`config.mk`:
```
export PLATFORM = sky130hd
export DESIGN_NAME = aes_uart_initiator
export DESIGN_NICKNAME = d
export VERILOG_FILES = /design/src/rtl/aes_uart_initiator_pkg.sv /design/src/rtl/aes_uart_byte_sender.sv /design/src/rtl/aes_uart_initiator.sv
export SDC_FILE = /design/constraint.sdc
export NUM_CORES = 1
export LEC_CHECK = 0
export ABC_CLOCK_PERIOD_IN_PS = 5000
export CAP_MARGIN = 20
export CORE_ASPECT_RATIO = 0.6
export CORE_MARGIN = 1
export CORE_UTILIZATION = 35
export CTS_BUF_LIST = sky130_fd_sc_hd__clkbuf_2
export DETAILED_ROUTE_END_ITERATION = 12
export PLACE_DENSITY = 0.58
export SETUP_SLACK_MARGIN = 0.02
export SYNTH_ARGS = -nofsm -noshare
export SYNTH_HDL_FRONTEND = slang
export SYNTH_SLANG_ARGS = --single-unit
```
`constraint.sdc`:
```
create_clock -name clk -period 5 [get_ports clk]
set_input_delay 1.5 -clock clk [delete_from_list [all_inputs] [get_ports clk]]
set_output_delay 1.5 -clock clk [all_outputs]
set_load 0.005 [all_outputs]
```
`src/rtl/aes_uart_initiator_pkg.sv`:
```
// Shared types and sizing for the AES-over-UART initiator and its byte sender.
package aes_uart_initiator_pkg;

    localparam int unsigned DEFAULT_N  = 128;
    localparam int unsigned NUM_FRAMES = DEFAULT_N / 8;
    localparam int unsigned FCNT_W     = $clog2(NUM_FRAMES) + 1;

    typedef logic [FCNT_W-1:0] fcnt_t;

    typedef enum logic [2:0] {
        ST_IDLE,
        ST_EN_LOW,
        ST_SEND_KEY,
        ST_SEND_DATA,
        ST_RECV,
        ST_DONE
    } state_t;

    typedef enum logic [1:0] {
        TX_IDLE,
        TX_WAIT_READY,
        TX_HOLD,
        TX_GAP
    } tx_state_t;

    // Frame count for an n-bit block (one UART byte per frame).
    function automatic int unsigned num_frames(input int unsigned n);
        return n / 8;
    endfunction

    // Frame counter width for an n-bit block; one spare bit above the index.
    function automatic int unsigned fcnt_width(input int unsigned n);
        return $clog2(n / 8) + 1;
    endfunction

endpackage

```
`src/rtl/aes_uart_byte_sender.sv`:
```
// Single-byte UART handshake: latch a byte, wait for the UART to be idle,
// hold start/data until the UART takes it, then enforce an idle gap.
module aes_uart_byte_sender
    import aes_uart_initiator_pkg::*;
#(
    parameter int unsigned GAP_CYCLES = 1000
) (
    input  logic       clk,
    input  logic       reset,
    input  logic       send,
    input  logic [7:0] byte_data,
    output logic       sent,
    output logic       uart_tx_start,
    output logic [7:0] uart_tx_data,
    input  logic       uart_tx_ready
);

    tx_state_t   state;
    tx_state_t   state_nxt;
    logic [31:0] gap_cnt;

    // Next-state and handshake outputs; start is high only while holding a byte.
    always_comb begin
        state_nxt     = state;
        sent          = 1'b0;
        uart_tx_start = 1'b0;
        case (state)
            TX_IDLE: begin
                if (send) state_nxt = TX_WAIT_READY;
            end
            TX_WAIT_READY: begin
                if (uart_tx_ready) state_nxt = TX_HOLD;
            end
            TX_HOLD: begin
                uart_tx_start = 1'b1;
                if (!uart_tx_ready) begin
                    sent      = 1'b1;
                    state_nxt = TX_GAP;
                end
            end
            TX_GAP: begin
                if (gap_cnt >= GAP_CYCLES) state_nxt = TX_IDLE;
            end
            default: state_nxt = TX_IDLE;
        endcase
    end

    // State register, byte latch and gap counter.
    always_ff @(posedge clk or negedge reset) begin
        if (!reset) begin
            state        <= TX_IDLE;
            uart_tx_data <= '0;
            gap_cnt      <= '0;
        end else begin
            state <= state_nxt;
            if (state == TX_IDLE && send) uart_tx_data <= byte_data;
            if (state == TX_GAP) gap_cnt <= gap_cnt + 32'd1;
            else                 gap_cnt <= '0;
        end
    end

endmodule

```
`src/rtl/aes_uart_initiator.sv`:
```
// Drives a peer AES encryptor over UART: optional key session, data block,
// then collects the ciphertext with a per-byte receive timeout.
module aes_uart_initiator
    import aes_uart_initiator_pkg::*;
#(
    parameter int unsigned N                 = DEFAULT_N,
    parameter int unsigned GAP_CYCLES        = 1000,
    parameter int unsigned ENABLE_LOW_CYCLES = 100,
    parameter int unsigned RX_TIMEOUT        = 2000000
) (
    input  logic         clk,
    input  logic         reset,
    input  logic         start,
    input  logic         load_key,
    input  logic [N-1:0] key_in,
    input  logic [N-1:0] data_in,
    output logic         aes_enable,
    output logic         uart_tx_start,
    output logic [7:0]   uart_tx_data,
    input  logic         uart_tx_ready,
    input  logic [7:0]   uart_rx_data,
    input  logic         uart_rx_valid,
    output logic [N-1:0] result,
    output logic         busy,
    output logic         done,
    output logic         error
);

    localparam int unsigned   NF   = num_frames(N);
    localparam int unsigned   FW   = fcnt_width(N);
    localparam logic [FW-1:0] LAST = FW'(NF - 1);

    state_t        state;
    state_t        state_nxt;
    logic [N-1:0]  key_r;
    logic [N-1:0]  data_r;
    logic [FW-1:0] fcnt;
    logic [FW-2:0] fidx;
    logic [31:0]   en_cnt;
    logic [31:0]   to_cnt;
    logic          key_sent;
    logic          rx_valid_q;
    logic          rx_edge;
    logic          send;
    logic          sent;
    logic [7:0]    tx_byte;
    logic          timeout;

    assign fidx    = fcnt[FW-2:0];
    assign rx_edge = uart_rx_valid && !rx_valid_q;
    assign timeout = (state == ST_RECV) && (state_nxt == ST_IDLE);

    aes_uart_byte_sender #(
        .GAP_CYCLES(GAP_CYCLES)
    ) u_sender (
        .clk          (clk),
        .reset        (reset),
        .send         (send),
        .byte_data    (tx_byte),
        .sent         (sent),
        .uart_tx_start(uart_tx_start),
        .uart_tx_data (uart_tx_data),
        .uart_tx_ready(uart_tx_ready)
    );

    // Select the next outgoing byte, frame 0 first.
    always_comb begin
        send    = 1'b0;
        tx_byte = '0;
        if (state == ST_SEND_KEY) begin
            send    = 1'b1;
            tx_byte = key_r[{fidx, 3'b000} +: 8];
        end else if (state == ST_SEND_DATA) begin
            send    = 1'b1;
            tx_byte = data_r[{fidx, 3'b000} +: 8];
        end
    end

    // Session sequencing plus busy/done decode.
    always_comb begin
        state_nxt = state;
        busy      = (state != ST_IDLE);
        done      = (state == ST_DONE);
        case (state)
            ST_IDLE: begin
                if (start) state_nxt = (load_key || !key_sent) ? ST_EN_LOW : ST_SEND_DATA;
            end
            ST_EN_LOW: begin
                if (en_cnt + 32'd1 >= ENABLE_LOW_CYCLES) state_nxt = ST_SEND_KEY;
            end
            ST_SEND_KEY: begin
                if (sent && fcnt == LAST) state_nxt = ST_SEND_DATA;
            end
            ST_SEND_DATA: begin
                if (sent && fcnt == LAST) state_nxt = ST_RECV;
            end
            ST_RECV: begin
                if (rx_edge) begin
                    if (fcnt == LAST) state_nxt = ST_DONE;
                end else if (to_cnt + 32'd1 >= RX_TIMEOUT) begin
                    state_nxt = ST_IDLE;
                end
            end
            ST_DONE:  state_nxt = ST_IDLE;
            default:  state_nxt = ST_IDLE;
        endcase
    end

    // State register and counters; every counter restarts on state entry.
    always_ff @(posedge clk or negedge reset) begin
        if (!reset) begin
            state      <= ST_IDLE;
            fcnt       <= '0;
            en_cnt     <= '0;
            to_cnt     <= '0;
            rx_valid_q <= 1'b0;
        end else begin
            state      <= state_nxt;
            rx_valid_q <= uart_rx_valid;
            if (state != state_nxt) begin
                fcnt   <= '0;
                en_cnt <= '0;
                to_cnt <= '0;
            end else begin
                case (state)
                    ST_EN_LOW: en_cnt <= en_cnt + 32'd1;
                    ST_SEND_KEY, ST_SEND_DATA: begin
                        if (sent) fcnt <= fcnt + 1'b1;
                    end
                    ST_RECV: begin
                        if (rx_edge) begin
                            fcnt   <= fcnt + 1'b1;
                            to_cnt <= '0;
                        end else begin
                            to_cnt <= to_cnt + 32'd1;
                        end
                    end
                    default: ;
                endcase
            end
        end
    end

    // Captured operands, result assembly, enable, key-sent and error flags.
    always_ff @(posedge clk or negedge reset) begin
        if (!reset) begin
            key_r      <= '0;
            data_r     <= '0;
            result     <= '0;
            aes_enable <= 1'b0;
            key_sent   <= 1'b0;
            error      <= 1'b0;
        end else begin
            if (state == ST_IDLE && start) begin
                key_r  <= key_in;
                data_r <= data_in;
                error  <= 1'b0;
                if (state_nxt == ST_EN_LOW) aes_enable <= 1'b0;
            end
            if (state == ST_EN_LOW && state_nxt == ST_SEND_KEY) aes_enable <= 1'b1;
            if (state == ST_SEND_KEY && state_nxt == ST_SEND_DATA) key_sent <= 1'b1;
            // Last byte lands in the same cycle the state leaves RECV.
            if (state == ST_RECV && rx_edge) result[{fidx, 3'b000} +: 8] <= uart_rx_data;
            if (timeout) begin
                error      <= 1'b1;
                aes_enable <= 1'b0;
                key_sent   <= 1'b0;
            end
        end
    end

endmodule

```
# Word level (Yosys, flattened, before mapping)
# Cells that the tools add are included.
# W data, S select, Z words.
classes:
  n_eq_ne: 19
  addsub: 5
  n_lt_le_gt_ge: 3
  n_reduce_logical: 26
  shift: 4
  muxes: 40
op_table:
  columns: ["op", "n"]
  rows:
  - ["$shiftx A128 B8 Y8", 2]
  - ["$mux W32", 6]
  - ["$bwmux W128", 1]
  - ["$shift A8 B9 Y128 const A", 1]
  - ["$shiftx A8 B9 Y128", 1]
  - ["$add A32 B1 Y32 const B", 3]
  - ["$ge A32 B10 Y1 const B", 1]
  - ["$ge A32 B21 Y1 const B", 1]
  - ["$ge A32 B7 Y1 const B", 1]
  - ["$mux W3", 7]
  - ["$mux W8", 2]
  - ["$mux W5", 3]
  - ["$pmux W3 S5", 1]
  - ["$mux W1", 13]
  - ["$eq A3 B2 Y1 const B", 4]
  - ["$reduce_bool A3 Y1", 4]
  - ["$mux W2", 5]
  - ["$pmux W5 S2", 1]
  - ["$neg A7 Y9", 1]
  - ["$logic_and A1 B1 Y1", 8]
  - ["$pmux W2 S4", 1]
  - ["$reduce_bool A2 Y1", 4]
  - ["$eq A3 B1 Y1 const B", 2]
  - ["$eq A3 B3 Y1 const B", 2]
  - ["other kinds (17)", 22]
word_totals:
  ff_bits: 502
  word_cells: 111

# Depth between registers and ports, before layout
# Gate-level depths: netlist (run 1).
logic_depth:
  word_depth: 10
  ltp_mapped: 14
  mapped_depth_nobuf: 10

# Modules after synthesis
# A second synthesis (run 1) with hierarchy kept.
hier_totals:
  hier_cells: 2550
  area_unflattened_um2: 24003.0
modules_own_cells:
  columns: ["module", "area_each_um2", "cells_each", "n_inst"]
  rows:
  - ["aes_uart_initiator", 21820.9, 2333, 1]
  - ["aes_uart_byte_sender", 2182.1, 217, 1]

# Worst setup path after synthesis (run 1)
# Ideal clock, no wire load.
synth_timing:
  kind: "flip-flop to flip-flop"
  start: "register fcnt[0]"
  end: "register result[100]"
  slack_ns: 1.554
  required_time_ns: 4.875
  synth_period_minus_slack_ns: 3.446
  stages_incl_launch_ff: 11
  n_path_buf: 4
  setup_ns: 0.125
  arrival_time_ns: 3.321
  path_cell_list: "dfrtp_1 -> clkbuf_1 -> clkbuf_1 -> clkbuf_1 -> inv_1 -> ha_1 -> clkbuf_1 -> nor3_1 -> a31oi_1 -> nor3_1 -> mux2_2"
synth_via:
  elab_chain_cells: 3
  word_cells_on_any_way: 4
synth_rtl:
  columns: ["item", "line", "rtl"]
  rows:
  - ["from (decl)", "aes_uart_initiator.sv:37", "logic [FW-1:0] fcnt;"]
  - ["from (signal assigned)", "aes_uart_initiator.sv:128", "if (sent) fcnt <= fcnt + 1'b1;"]
  - ["from (signal assigned)", "aes_uart_initiator.sv:132", "fcnt <= fcnt + 1'b1;"]
  - ["$neg A7 Y9 *", "aes_uart_initiator.sv:163", "if (state == ST_RECV && rx_edge) result[{fidx, 3'b000} +: 8] <= uart_rx_data;"]
  - ["$shiftx A8 B9 Y128 or $shift A8 B9 Y128 (tied branches)", "aes_uart_initiator.sv:163", null]
  - ["$bwmux W128 *", "aes_uart_initiator.sv:163", null]
  - ["to (signal, indexed assignment)", "aes_uart_initiator.sv:163", null]
  - ["to (decl)", "aes_uart_initiator.sv:23", "output logic [N-1:0] result,"]
# Mark *: on every way between the ends. The rest lies on a longest branch, timed or not.
# A chain may end at the register's enable or synchronous reset.

# Worst setup path in the final report (run 1)
layout_timing:
  start: "register state[0]"
  end: "output done"
layout_via:
  elab_chain_cells: 1
layout_rtl:
  columns: ["item", "line", "rtl"]
  rows:
  - ["from (decl)", "aes_uart_initiator.sv:33", "state_t state;"]
  - ["from (signal assigned)", "aes_uart_initiator.sv:118", "state <= state_nxt;"]
  - ["$eq A3 B3 Y1", "aes_uart_initiator.sv:83", "done = (state == ST_DONE);"]
  - ["to (decl)", "aes_uart_initiator.sv:25", "output logic done,"]
# Every way passes these cells.

==> results of run 1 <==
per-layer routing:
layer / share of wire, % / vias to the layer above
li1: - / 8964
met1: 46 / 9434
met2: 44 / 596
met3: 8.1 / 119
met4: 2.0 / 10
met5: 0.076 / -
report_power, final:
group	leakage (nW)	switching (W)	total, W	internal, W
Combinational	6.21	0.00261	0.00495	0.00234
Clock	0.839	0.00176	0.00280	0.00104
Sequential	6.56	0.000860	0.00619	0.00533
Total	13.6	0.00523	0.0139	0.00870
state kept, by name, indices dropped and copies added, names as in the netlist, 2 cells and up:
signal and count:
to_cnt 32, data_r 128, result 128, u_sender.state 2, state 3, u_sender.uart_tx_data 8
en_cnt 32, key_r 128, u_sender.gap_cnt 32, fcnt 5
metrics by stage:
step	util (%)	setup slack [ns]
6_report	44.7	0.402
3_3_place_gp	43.0	0.871
2_1_floorplan	-	1.55
4_1_cts	44.7	0.157
5_1_grt	44.7	0.117
3_5_place_dp	43.0	0.768
final cells by class:
| class | count | area (µm²) | area share (%) |
|---|---|---|---|
| Timing Repair Buffer | 445 | 4460 | 15.0 |
| Inverter | 21 | 78.8 | 0.266 |
| Clock buffer | 167 | 836 | 2.82 |
| Multi-Input combinational cell | 1741 | 10300 | 34.7 |
| Sequential cell | 502 | 12600 | 42.4 |
| Antenna cell | 6 | 15.0 | 0.0506 |
| Tap cell | 900 | 1130 | 3.80 |
| Clock inverter | 52 | 279 | 0.941 |
cells by family (layout without fill, tap and decap cells):
group | count (synthesis) | in the layout | share of synthesized area [%]
AO/OA/AOI/OAI | 223 | 223 | 5.52
XOR/XNOR | 68 | 68 | 2.53
adder cells (fa/ha/maj) | 15 | 15 | 0.798
buffers and inverters | 159 | 685 | 2.90
flip-flops | 502 | 502 | 53.4
multiplexers | 136 | 136 | 10.2
other | 0 | 6 | 0
AND/OR/NAND/NOR | 1299 | 1299 | 24.6
worst register-to-register path, cell delays in order, from the launching register on:
cell and delay [ns]:
dfrtp_1 0.48, ha_1 0.27, nand3_1 0.22, nor2_1 0.55, nand3_1 0.23, o31ai_1 0.30, o32ai_1 0.11, or4_1 0.74
a2111oi_4 0.63, and2_1 0.22
worst max path at each step:
stage / start / endpoint / slack (ns) / cells past startpoint
final: state[0]$_DFF_PN0_ / done / 0.40 / 3
after CTS: state[0]$_DFF_PN0_ / done / 0.16 / 3
after floorplan: fcnt[0]$_DFFE_PN0P_ / result[100]$_DFFE_PN0P_ / 1.55 / 10
after detailed placement: uart_rx_valid / result[64]$_DFFE_PN0P_ / 0.77 / 6
after global placement: uart_rx_valid / result[68]$_DFFE_PN0P_ / 0.87 / 6
after global routing: state[0]$_DFF_PN0_ / done / 0.12 / 3
timing repair:
| item | CTS | global route |
|---|---|---|
| resized for setup | 1 | 0 |
| endpoints found under the setup margin | 1 | 0 |
| endpoints found under the hold margin | 0 | 0 |
placed cells by master (no fill, tap or decap), types with 32 or more instances in the layout:
cell	count
nand3_1	55
mux2_2	34
dfrtp_1	498
xnor2_1	33
clkinv_1	36
a21oi_1	33
clkdlybuf4s50_1	409
o21ai_0	132
nand2_1	956
mux4_2	80
nand4_1	32
nor2_1	48
clkbuf_2	167
and2_1	53
xor2_1	35
==> flow_metrics.py, run 1 <==
metrics = {
    "status": {
        "status": "finished, final reports clean",
    },
    "place": {
        "portBuffers": 410,
        "gp_congestion": 0.850,
        "post-place-cells": 3609,
        "dp_hpwl_mm": 53.0,
        "dpl_cell_area_um2": 28500,
    },
    "yosys": {
        "synth_seq_area_share_pct": 53.4,
        "avgSynthCellArea_um2": 9.79,
        "synth_most_common_cell": "nand2_1",
        "synth_edf_count": 0,
        "ys_types": 70,
        "yosysTopAreaCell": "dfrtp_1",
        "postSynth.asyncResetShare_pct": 100,
        "ys.warnings.count": 0,
        "synth_seq_cells": 502,
        "synth_common_cells": "nand2_1, dfrtp_1, o21ai_0",
        "synth_cells": 2402,
        "syn_area_um2": 23500,
        "syn-num-nets": 2687,
        "synth_area_leaders": "dfrtp_1, nand2_1, mux4_2",
        "yosys.area.top_type_share_pct": 53.4,
        "ys.flop_type": "dfrtp_1",
    },
    "cells_and_area": {
        "finalNonFillerCells": 3834,
        "nFillCells": 6449,
        "drive_above_1_share_pct": 13.3,
        "area_growth_pct": 26.1,
        "fin_nets": 3117,
        "stdcell_area_um2": 29600,
    },
    "cts": {
        "root_buffer": "clkbuf_2",
        "cts_tree": "yes",
        "cts_hold_buf": 0,
        "numCtsBuffers": 121,
        "clk_path_buf_depth": 3,
        "post_cts_buffers": 0,
        "htree_num_levels": 3,
        "clock_latency_ns": 1.21,
        "clkSinkCount": 502,
        "clk_pin_slew_ns": 0.10,
    },
    "global_route": {
        "grt_use_total_pct": 22.0,
        "use_met1_pct": 31.1,
        "use_met2_pct": 32.4,
        "antenna_found_initial": 13,
        "grt_pass1_vias": 19600,
        "grt_busiest_layer": "met2",
        "grt_pass1_wl_mm": 115,
        "grt_max_degree": 122,
        "met3_usage_pct": 6.96,
        "grt.overflow.total": 0,
    },
    "critical_path": {
        "crit_path_start_kind": "flop",
        "critPathMaxFanout": 16,
        "cp_top_family": "simple AND/OR/NAND/NOR gates",
        "arrival_ns": 3.10,
        "max_stage_delay_ns": 0.65,
        "worst_path_max_delay_cell": "dfrtp_2",
        "reg2reg_setup_slack_ns": 1.18,
        "cp.required_ns": 3.50,
        "cp.buffers_inverters": 1,
        "worstSetupPathType": "flop to primary output",
        "r2r_cells": 9,
        "r2r_end": "to_cnt[21]$_DFFE_PN0P_",
        "crit-reg2reg-launch": "en_cnt[0]$_DFFE_PN0P_",
        "crit_chain": "nor2b_1 -> and2_1 -> clkdlybuf4s50_1",
        "worstSetupEndpointType": "primary output",
    },
    "detailed_routing": {
        "vias": 19100,
        "drt_pass1_iterations": 6,
        "drcViolationCount": 0,
        "route.detailed.wl_per_inst_um": 19.2,
        "antenna_left": 0,
        "vias_per_cell": 4.99,
        "routed_wl_mm": 73.7,
        "drtIter0Drc": 1464,
    },
    "sta": {
        "max-slew-margin-rel_pct": 29.4,
        "rsz0062_at_grt": "false",
        "slew_viol_final": 0,
        "timing.setup.tns_ns": 0,
        "post-route-min-period_ns": 4.60,
        "hold_viol": 0,
        "worst_pin_slew_ns": 1.06,
        "fmax_mhz": 217,
        "fin_hold_ws_ns": 0.401,
        "setup_viol": 0,
        "period_share_pct": 92.0,
        "fin_skew_ns": 0.0884,
    },
    "hold_path": {
        "hold_class": "input port to asynchronous set/reset pin",
    },
    "floorplan": {
        "rows": 73,
        "initial_core_util_pct": 35.5,
        "dieArea_um2": 68200,
        "ioPinCount": 411,
        "die_w_um": 337,
        "die_h_um": 203,
        "core-area_um2": 66300,
    },
    "power": {
        "power_leakage_nw": 13.6,
        "power_density_nw_per_um2": 470,
        "vdd_drop_max_v": 0.000364,
        "total_power_w": 0.0139,
    },
    "job": {
        "max_cap_violations": 0,
    },
}
(Power assumes the default switching activity.)
==> run 2, diff against run 1 <==
- CORE_UTILIZATION: 35 -> 42
- PLACE_DENSITY: 0.58 -> 0.67
==> run 2 against run 1 <==
Core utilization rose by 9.1 points. Critical path depth did not move. Register-to-register slack got worse by 0.04 ns. Critical path type unchanged. Combinational power rose by 1%. Non-clock buffer count rose by 4. First-iteration DRC count rose by 18%.
==> flow_metrics.py, run 2 (synthesis results as in run 1) <==
metrics = {
    "status": {
        "status": "finished, final reports clean",
    },
    "cells_and_area": {
        "final_cell_mix": "nand2_1, dfrtp_1, clkdlybuf4s50_1",
        "reg.largest.list": "data_r (128), key_r (128), result (128)",
        "finalNonFillerCells": 3682,
        "fin_nets": 3115,
        "mostFrequentLayoutCell": "nand2_1",
        "nFillCells": 4853,
        "drive_above_1_share_pct": 13.2,
        "area_growth_pct": 25.4,
    },
    "global_route": {
        "grt_pass1_vias": 19200,
        "grt.overflow.total": 0,
        "antenna_found_initial": 8,
        "grt_use_total_pct": 25.0,
        "grt_max_degree": 163,
        "grt_pass1_wl_mm": 110,
    },
    "cts": {
        "clkSinkCount": 502,
        "cts_hold_buf": 0,
        "clk_path_buf_depth": 3,
        "htree_num_levels": 3,
        "root_buffer": "clkbuf_2",
        "cts_tree": "yes",
        "clock_latency_ns": 1.19,
        "numCtsBuffers": 115,
        "clk_pin_slew_ns": 0.11,
    },
    "floorplan": {
        "core-area_um2": 54800,
        "die_h_um": 185,
        "ioPinCount": 411,
        "dieArea_um2": 57000,
        "die_w_um": 307,
        "rows": 66,
        "initial_core_util_pct": 42.9,
    },
    "sta": {
        "post-route-min-period_ns": 4.61,
        "hold_viol": 0,
        "period_share_pct": 92.3,
        "rsz0062_at_grt": "false",
        "fmax_mhz": 217,
        "max-slew-margin-rel_pct": 25.6,
        "timing.setup.tns_ns": 0,
        "layout_setup_ws_ns": 0.387,
        "slew_viol_final": 0,
        "worst_pin_slew_ns": 1.11,
        "fin_skew_ns": 0.0806,
        "setup_viol": 0,
    },
    "critical_path": {
        "r2r_cells": 10,
        "cp.required_ns": 3.50,
        "critPathMaxFanout": 16,
        "crit_chain": "nor2b_1 -> and2_1 -> clkdlybuf4s50_1",
        "r2r_end": "fcnt[4]$_DFFE_PN0P_",
        "worst_path_max_delay_cell": "dfrtp_2",
        "cp-endpoint": "done",
        "crit_path_start_kind": "flop",
        "cp_top_family": "simple AND/OR/NAND/NOR gates",
        "worstSetupEndpointType": "primary output",
        "crit-reg2reg-launch": "en_cnt[9]$_DFFE_PN0P_",
        "max_stage_delay_ns": 0.65,
        "reg2reg_setup_slack_ns": 1.14,
        "crit_cells": 3,
        "cp.buffers_inverters": 1,
        "arrival_ns": 3.11,
        "worstSetupPathType": "flop to primary output",
        "cp-startpoint": "state[0]$_DFF_PN0_",
    },
    "place": {
        "dp_hpwl_mm": 50.5,
        "gp_congestion": 0.918,
        "dp_slack_ns": 0.947,
        "post-place-cells": 3460,
        "portBuffers": 410,
    },
    "power": {
        "power_leakage_nw": 13.6,
        "power_density_nw_per_um2": 467,
        "vdd_drop_max_v": 0.000220,
    },
    "detailed_routing": {
        "route.detailed.wl_per_inst_um": 19.1,
        "drcViolationCount": 0,
        "vias": 19100,
        "drt_pass1_iterations": 5,
        "drtIter0Drc": 1733,
        "antenna_left": 0,
        "vias_per_cell": 5.19,
        "routed_wl_mm": 70.4,
    },
    "hold_path": {
        "hold_class": "input port to asynchronous set/reset pin",
    },
    "job": {
        "max_cap_violations": 0,
    },
}
==> run 2: worst min-delay path by stage <==
stage	to	start	depth (start not counted)	slack, ns
after floorplan	data_r[112]$_DFFE_PN0P_	data_r[112]$_DFFE_PN0P_	2	0.44
after global placement	key_r[122]$_DFFE_PN0P_	key_r[122]$_DFFE_PN0P_	2	0.45
after detailed placement	data_r[84]$_DFFE_PN0P_	data_r[84]$_DFFE_PN0P_	2	0.46
after CTS	key_r[104]$_DFFE_PN0P_	reset	1	0.26
after global routing	key_r[68]$_DFFE_PN0P_	reset	1	0.31
final	key_r[68]$_DFFE_PN0P_	reset	1	0.36
==> run 2: layer usage <==
layer	up-vias	share of wire (%)	global-route usage, %	routed length (µm)
met1	9412	47	36.4	33000
met2	615	44	36.5	30900
li1	8954	-	-	-
met5	-	0.038	0	27
met3	111	7.0	6.49	4900
met4	4	2.1	7.54	1510
==> run 2: where the power goes <==
group | internal (W) | switching, W | leakage [nW]
logic | 0.00238 | 0.00264 | 6.25
registers | 0.00533 | 0.000808 | 6.56
clock network | 0.000914 | 0.00170 | 0.779
==> run 2: area by class of cell <==
cell class	count	area [µm²]	share of cell area, %
Antenna cell	7	17.5	0.0594
Sequential cell	502	12600	42.7
Inverter	21	78.8	0.267
Tap cell	748	936	3.18
Clock buffer	167	836	2.84
Clock inverter	47	205	0.696
Multi-Input combinational cell	1741	10300	34.9
Timing Repair Buffer	449	4550	15.4
==> run 2: through the flow <==
| stage | hold WS, ns | instance area (µm²) | total power, W | util, % |
|---|---|---|---|---|
| finish | 0.364 | 29500 | 0.0138 | 53.8 |
| global route | 0.305 | 29500 | 0.0147 | 53.8 |
| CTS | 0.257 | 29400 | 0.0139 | 53.7 |
| detailed placement | 0.459 | 28400 | 0.0112 | 51.8 |
| global placement | 0.453 | 28400 | 0.0110 | 51.8 |
| floorplan | 0.440 | 23500 | 0.00895 | - |
==> run 2: timing repair <==
item                                    4_1_cts  5_1_grt
resized for setup                             1        0
endpoints found under the setup margin        1        0
buffers inserted                              0        0
